**config.mk**
```make
export PLATFORM = sky130hd
export DESIGN_NAME = dbus_ctrl_flat
export DESIGN_NICKNAME = d
export VERILOG_FILES = /design/src/rtl/dbus_ctrl_if.sv /design/src/rtl/dbus_ctrl.sv /design/src/flat_wrapper.sv
export SDC_FILE = /design/constraint.sdc
export NUM_CORES = 1
export LEC_CHECK = 0
export CAP_MARGIN = 25
export CELL_PAD_IN_SITES_DETAIL_PLACEMENT = 1
export CELL_PAD_IN_SITES_GLOBAL_PLACEMENT = 1
export CORE_ASPECT_RATIO = 0.75
export CORE_MARGIN = 2
export CORE_UTILIZATION = 29
export CTS_CLUSTER_DIAMETER = 120
export DETAILED_ROUTE_END_ITERATION = 8
export PLACE_DENSITY_LB_ADDON = 0.1
export SYNTH_ARGS = -nofsm -noshare
export SYNTH_HDL_FRONTEND = slang
export SYNTH_SLANG_ARGS = --single-unit
export TNS_END_PERCENT = 100
```
**constraint.sdc**
```tcl
create_clock -name clk -period 4.66 [get_ports clk]
set_input_delay 0.466 -clock clk [delete_from_list [all_inputs] [get_ports clk]]
set_output_delay 0.466 -clock clk [all_outputs]
set_load 0.1 [all_outputs]
```
**src/rtl/dbus_ctrl_if.sv**
```systemverilog
// External data-bus signal bundle: req/ack handshake with address, lane select and data.
// The controller drives the master side; the memory or peripheral slave drives ack/rdata.
interface dbus_ctrl_if #(
    parameter int ADDR_W = 32
) ();
    logic              req;
    logic              we;
    logic [ADDR_W-1:0] addr;
    logic [3:0]        sel;
    logic [31:0]       wdata;
    logic              ack;
    logic [31:0]       rdata;

    modport master (
        output req,
        output we,
        output addr,
        output sel,
        output wdata,
        input  ack,
        input  rdata
    );

    modport slave (
        input  req,
        input  we,
        input  addr,
        input  sel,
        input  wdata,
        output ack,
        output rdata
    );
endinterface

```
**src/rtl/dbus_ctrl.sv**
```systemverilog
// Data-bus controller behind the MEM stage: turns single-cycle requests into req/ack bus cycles.
// Optional one-entry posted-write buffer enabled by defining DBUS_POSTED_WRITE_EN.
//
// state | meaning
// IDLE  | no bus cycle; stall_req_o follows cpu_ce_i; a request starts a bus cycle
// BUSY  | bus cycle active, pipeline stalled, waiting for ack or timeout
// DONE  | access finished, read data presented, held while stall_i is high
// WPOST | posted store running in the background (DBUS_POSTED_WRITE_EN only)
module dbus_ctrl #(
    parameter int TIMEOUT_CYCLES = 255,
    parameter int ADDR_W         = 32
) (
    input  logic              clk,
    input  logic              rst,
    input  logic              cpu_ce_i,
    input  logic              cpu_we_i,
    input  logic [ADDR_W-1:0] cpu_addr_i,
    input  logic [3:0]        cpu_sel_i,
    input  logic [31:0]       cpu_wdata_i,
    input  logic              stall_i,
    input  logic              flush_i,
    output logic [31:0]       cpu_rdata_o,
    output logic              stall_req_o,
    output logic              bus_err_o,
    dbus_ctrl_if.master       bus
);

`ifdef DBUS_POSTED_WRITE_EN
    typedef enum logic [1:0] {
        S_IDLE  = 2'd0,
        S_BUSY  = 2'd1,
        S_DONE  = 2'd2,
        S_WPOST = 2'd3
    } state_t;
`else
    typedef enum logic [1:0] {
        S_IDLE = 2'd0,
        S_BUSY = 2'd1,
        S_DONE = 2'd2
    } state_t;
`endif

    localparam logic [7:0]        CNT_LAST  = 8'(TIMEOUT_CYCLES - 1);
    localparam logic [ADDR_W-1:0] WORD_MASK = ~ADDR_W'(3);

    state_t            state_q, state_d;
    logic              req_q, req_d;
    logic              we_q, we_d;
    logic [ADDR_W-1:0] addr_q, addr_d;
    logic [3:0]        sel_q, sel_d;
    logic [31:0]       wdata_q, wdata_d;
    logic [31:0]       rdata_q, rdata_d;
    logic              err_q, err_d;
    logic [7:0]        cnt_q, cnt_d;
    logic              drop_q, drop_d;
    logic              timeout;

    assign timeout = (cnt_q == CNT_LAST);

    always_comb begin
        state_d     = state_q;
        req_d       = req_q;
        we_d        = we_q;
        addr_d      = addr_q;
        sel_d       = sel_q;
        wdata_d     = wdata_q;
        rdata_d     = rdata_q;
        err_d       = 1'b0;
        cnt_d       = cnt_q;
        drop_d      = drop_q;
        stall_req_o = 1'b0;

        case (state_q)
            S_IDLE: begin
                stall_req_o = cpu_ce_i;
                if (cpu_ce_i && !flush_i) begin
                    req_d   = 1'b1;
                    we_d    = cpu_we_i;
                    addr_d  = cpu_addr_i & WORD_MASK;
                    sel_d   = cpu_sel_i;
                    wdata_d = cpu_wdata_i;
                    cnt_d   = 8'd0;
                    drop_d  = 1'b0;
                    state_d = S_BUSY;
`ifdef DBUS_POSTED_WRITE_EN
                    if (cpu_we_i) begin
                        stall_req_o = 1'b0;
                        state_d     = S_WPOST;
                    end
`endif
                end
            end

            S_BUSY: begin
                stall_req_o = 1'b1;
                if (flush_i) begin
                    drop_d = 1'b1;
                end
                // ack has priority over a coinciding timeout
                if (bus.ack || timeout) begin
                    req_d  = 1'b0;
                    cnt_d  = 8'd0;
                    drop_d = 1'b0;
                    if (drop_q || flush_i) begin
                        state_d = S_IDLE;
                    end else begin
                        state_d = S_DONE;
                        if (bus.ack) begin
                            if (!we_q) begin
                                rdata_d = bus.rdata;
                            end
                        end else begin
                            rdata_d = 32'd0;
                            err_d   = 1'b1;
                        end
                    end
                end else begin
                    cnt_d = cnt_q + 8'd1;
                end
            end

            S_DONE: begin
                // a request still present here is the one just served; never reissue it
                if (flush_i || !stall_i) begin
                    state_d = S_IDLE;
                end
            end

`ifdef DBUS_POSTED_WRITE_EN
            S_WPOST: begin
                stall_req_o = cpu_ce_i;
                if (bus.ack || timeout) begin
                    req_d   = 1'b0;
                    cnt_d   = 8'd0;
                    err_d   = !bus.ack;
                    state_d = S_IDLE;
                end else begin
                    cnt_d = cnt_q + 8'd1;
                end
            end
`endif

            default: begin
                state_d = S_IDLE;
            end
        endcase
    end

    always_ff @(posedge clk) begin
        if (rst) begin
            state_q <= S_IDLE;
            req_q   <= 1'b0;
            we_q    <= 1'b0;
            addr_q  <= '0;
            sel_q   <= 4'd0;
            wdata_q <= 32'd0;
            rdata_q <= 32'd0;
            err_q   <= 1'b0;
            cnt_q   <= 8'd0;
            drop_q  <= 1'b0;
        end else begin
            state_q <= state_d;
            req_q   <= req_d;
            we_q    <= we_d;
            addr_q  <= addr_d;
            sel_q   <= sel_d;
            wdata_q <= wdata_d;
            rdata_q <= rdata_d;
            err_q   <= err_d;
            cnt_q   <= cnt_d;
            drop_q  <= drop_d;
        end
    end

    assign bus.req     = req_q;
    assign bus.we      = we_q;
    assign bus.addr    = addr_q;
    assign bus.sel     = sel_q;
    assign bus.wdata   = wdata_q;
    assign cpu_rdata_o = rdata_q;
    assign bus_err_o   = err_q;

endmodule
```
**src/flat_wrapper.sv**
```systemverilog
// flat-port wrapper written by rule: the top's interface ports become plain ports
module dbus_ctrl_flat 
#(
    parameter int TIMEOUT_CYCLES = 255,
    parameter int ADDR_W         = 32
)
  (clk, rst, cpu_ce_i, cpu_we_i, cpu_addr_i, cpu_sel_i, cpu_wdata_i, stall_i, flush_i, cpu_rdata_o, stall_req_o, bus_err_o, bus_req, bus_we, bus_addr, bus_sel, bus_wdata, bus_ack, bus_rdata);
  dbus_ctrl_if #(.ADDR_W(ADDR_W)) bus_i ();
  input  logic clk;
  input  logic rst;
  input  logic cpu_ce_i;
  input  logic cpu_we_i;
  input  logic [ADDR_W-1:0] cpu_addr_i;
  input  logic [3:0] cpu_sel_i;
  input  logic [31:0] cpu_wdata_i;
  input  logic stall_i;
  input  logic flush_i;
  output logic [31:0] cpu_rdata_o;
  output logic stall_req_o;
  output logic bus_err_o;
  output wire logic [$bits(bus_i.req)-1:0] bus_req;
  output wire logic [$bits(bus_i.we)-1:0] bus_we;
  output wire logic [$bits(bus_i.addr)-1:0] bus_addr;
  output wire logic [$bits(bus_i.sel)-1:0] bus_sel;
  output wire logic [$bits(bus_i.wdata)-1:0] bus_wdata;
  input wire logic [$bits(bus_i.ack)-1:0] bus_ack;
  input wire logic [$bits(bus_i.rdata)-1:0] bus_rdata;
  assign bus_req = bus_i.req;
  assign bus_we = bus_i.we;
  assign bus_addr = bus_i.addr;
  assign bus_sel = bus_i.sel;
  assign bus_wdata = bus_i.wdata;
  assign bus_i.ack = bus_ack;
  assign bus_i.rdata = bus_rdata;
  dbus_ctrl #(.TIMEOUT_CYCLES(TIMEOUT_CYCLES), .ADDR_W(ADDR_W)) u_core (.clk(clk), .rst(rst), .cpu_ce_i(cpu_ce_i), .cpu_we_i(cpu_we_i), .cpu_addr_i(cpu_addr_i), .cpu_sel_i(cpu_sel_i), .cpu_wdata_i(cpu_wdata_i), .stall_i(stall_i), .flush_i(flush_i), .cpu_rdata_o(cpu_rdata_o), .stall_req_o(stall_req_o), .bus_err_o(bus_err_o), .bus(bus_i));
endmodule
```
==> impl_results.md <==
- Status: complete, no violations
- Internal power: 1530 uW
- Slew @ Worst Pin: 1.05 ns
- Avg Cell Area, Syn: ~8.8 sq um
- Crit share post-route: approximately 58%
- Pleak: 0.00229 uW
- First-pass GRT wire length: about 21,000 um
- Reg-to-reg endpoint: u_core.bus.addr[2]
- Setup WS post-layout: just under 2 ns
- Sequential area share after synthesis: between 50% and 60%
- Reg-to-Reg Start: u_core.state_q[1]
- CTS Sinks: 112
- Routed length per instance: around 16 um
- Core area: ~13,000 sq um
- DP Cell Count: about 800
- Starting Density: 30.1%
- Top cells by area, synth: dfxtp_1 (57%), nand2_1 (13%), a21oi_1 (9.9%)
- Root Driver: clkbuf_16
- Maximum clock rate: approximately 370 MHz
- Die width: around 140 um
- Ys Warns: 0
- Clk pwr share: between 30% and 40%
- Antenna diodes: 0
- Post-CTS Repair Setup Buffers: 0
- Non-filler cells, final: between 800 and 900
- Critical path peak fanout: 2
- DR DRC count: 0
- Slew Limit Fails: 0
- Crit end category: output port
- Synth top area share: approximately 57%
- Final Skew: about 0.0054 ns
- CTS Hold Bufs: 0
- H-tree Lvls: 3
- Mapped Cells: ~450
- Ratio of cells with drive above 1 in the final layout: around 4.3%
- RD Place Congestion: around 0.71
- # setup viols final: 0
- Hold depth: 2
- Post-CTS sizing: 0
- CP arrival: approximately 2.3 ns
- Port Buffers: slightly above 200
- Drt first pass iters: 4
- Register bit total from synthesis: around 110
- R2R setup slack: approximately 2.7 ns
- Max VDD drop: 230 uV
- Worst Reg2Reg Path Length in Cells: 4
- Clk slew on worst S/H paths: around 0.070 ns
- Post-synth ARST share: 0%
- Maxcap violations: 0
- CTS tree: yes
- Max_slew headroom: between 20% and 30%
- Tmin final: around 2.7 ns
- Fill count: roughly 1,500
- Most frequent cell after synthesis: nand2_1
- Chip height: 105 um
- Total grt overflow: 0
- Vias: between 3,000 and 4,000
- Post-synth EDFFs: 0
- Type of origin of the critical path: input port
- Psw: around 700 uW
- Final hold violation count: 0
- Switching fraction of total power: 32.0%
- CTS buffer count: 9
- Via count of the first global-routing pass: 4,000
- CTS Buffer Depth: 2
- WS Path Type: input port to output port
- Commonest cells in the synthesized netlist: nand2_1 (141), dfxtp_1 (112), a21oi_1 (78)
- Hold Path Sink: u_core.bus.sel[3]
- Pre-CTS WS: about 1.9 ns
- Comb power frac: approximately 23%
- Synth area leader: dfxtp_1
- Tot Pwr: 2240 uW
- Total negative slack: 0 ns
- WP data required: approximately 4.2 ns
- Layout Area Growth over Synthesis: 62.0%
- Initial antenna violation count: 1
- Post-DRT Antenna Nets: 0
- Site Rows: 36
- Worst-skew pair later-pin latency: 0.34 ns
- DP Wirelength: between 9000 and 10,000 um
- Unrepaired setup endpoints after global routing: no
- Via/cell ratio: around 4.7
- Cell area after synthesis: ~4000 sq um
- Seq pwr share: around 45%
- Iter 0 DRT Violations: roughly 120
- PD cells: approximately 350 nW/um^2
- Nets: 750
- Total wire length: around 13,000 um
- Synth Flop Type: dfxtp_1
- Hold Path Class: flop to flop
- Min-Delay Startpoint: u_core.bus.sel[3]
- Die ar.: 14,600 sq um
- Boundary pin count: between 200 and 250
- Library cells used by synthesis: 35
- Pin count of the biggest net entering global routing: 82
- GRT Util Overall: approximately 18%
worst max path at each step:
stage                        start                endpoint  slack (ns)
final                     cpu_ce_i             stall_req_o        1.94
after floorplan           cpu_ce_i             stall_req_o        2.44
after CTS                 cpu_ce_i             stall_req_o        1.93
after global placement     flush_i  u_core.cpu_rdata_o[25]        1.97
after global routing      cpu_ce_i             stall_req_o        1.87
after detailed placement  cpu_ce_i             stall_req_o        1.94
flip-flops by register name, indices dropped and copies added, names as in the netlist:
| name | count |
|---|---|
| u_core.cnt_q | 8 |
| u_core.drop_q | 1 |
| u_core.bus_err_o | 1 |
| u_core.bus.req | 1 |
| u_core.cpu_rdata_o | 32 |
| u_core.bus.wdata | 32 |
| u_core.state_q | 2 |
| u_core.bus.sel | 4 |
| u_core.bus.we | 1 |
| u_core.bus.addr | 30 |
cells by family (layout without fill, tap and decap cells):
| kind of cell | count (synthesis) | in the layout | share of synthesized area, % |
|---|---|---|---|
| and+or+nand+nor | 173 | 173 | 18.3 |
| AOI/OAI and AO/OA | 124 | 124 | 19.4 |
| DFF | 112 | 112 | 56.7 |
| buffers and inverters | 38 | 232 | 4.65 |
| adders and majority gates | 2 | 2 | 0.632 |
| other | 1 | 2 | 0.0948 |
| muxes | 1 | 1 | 0.253 |
critical path: stages:
cell	delay [ns]
clkdlybuf4s50_1	0.49
nor2_1	0.05
nor2_1	0.11
clkdlybuf4s50_1	1.14
layout by cell type, fill, tap and decap left out, types with 2 or more instances in the layout:
cell type        instances
conb_1                   2
nand4_1                  2
nand3_1                  4
a21oi_2                  2
clkdlybuf4s50_1        205
a31oi_1                  4
dfxtp_1                112
ha_1                     2
nor4_1                   3
a22o_1                  32
nand2_1                141
nor2_1                   7
inv_1                    4
buf_4                    5
clkinv_2                 3
and4_1                   2
nor3_1                   3
clkbuf_16                9
a21oi_1                 77
nand2b_1                 3
o21ai_1                  3
cell type report:
class	instances	area [sq um]	area share [%]
flip-flops and latches	112	2240	35.0
repair buffers	212	2120	33.1
multi-input cells	302	1540	24.1
clock buffers	11	243	3.79
well taps	171	214	3.34
clock inverters	5	31.3	0.488
inverters	4	15.0	0.234
per-layer routing:
layer	wire length, um	track usage [%]	vias to the layer above
met3	1380	8.80	8
met2	6320	30.6	133
met1	5670	20.8	1835
met5	13	0	-
li1	-	-	1898
met4	68	3.90	2
power groups by stage:
stage	sequential (uW)	clock, uW	combinational, uW
after floorplan	1260	0	95.1
after global placement	1030	0	502
after detailed placement	1030	0	507
after CTS	1010	760	509
after global routing	1010	794	528
final	1010	729	504
stage by stage:
step	hold WS [ns]	area (sq um)	utilization, %
6_report	0.456	6410	48.7
3_5_place_dp	0.449	6140	46.7
4_1_cts	0.461	6410	48.7
2_1_floorplan	0.486	3960	-
3_3_place_gp	0.442	6110	46.5
5_1_grt	0.478	6410	48.7
Power figures use the tool's default switching activity.
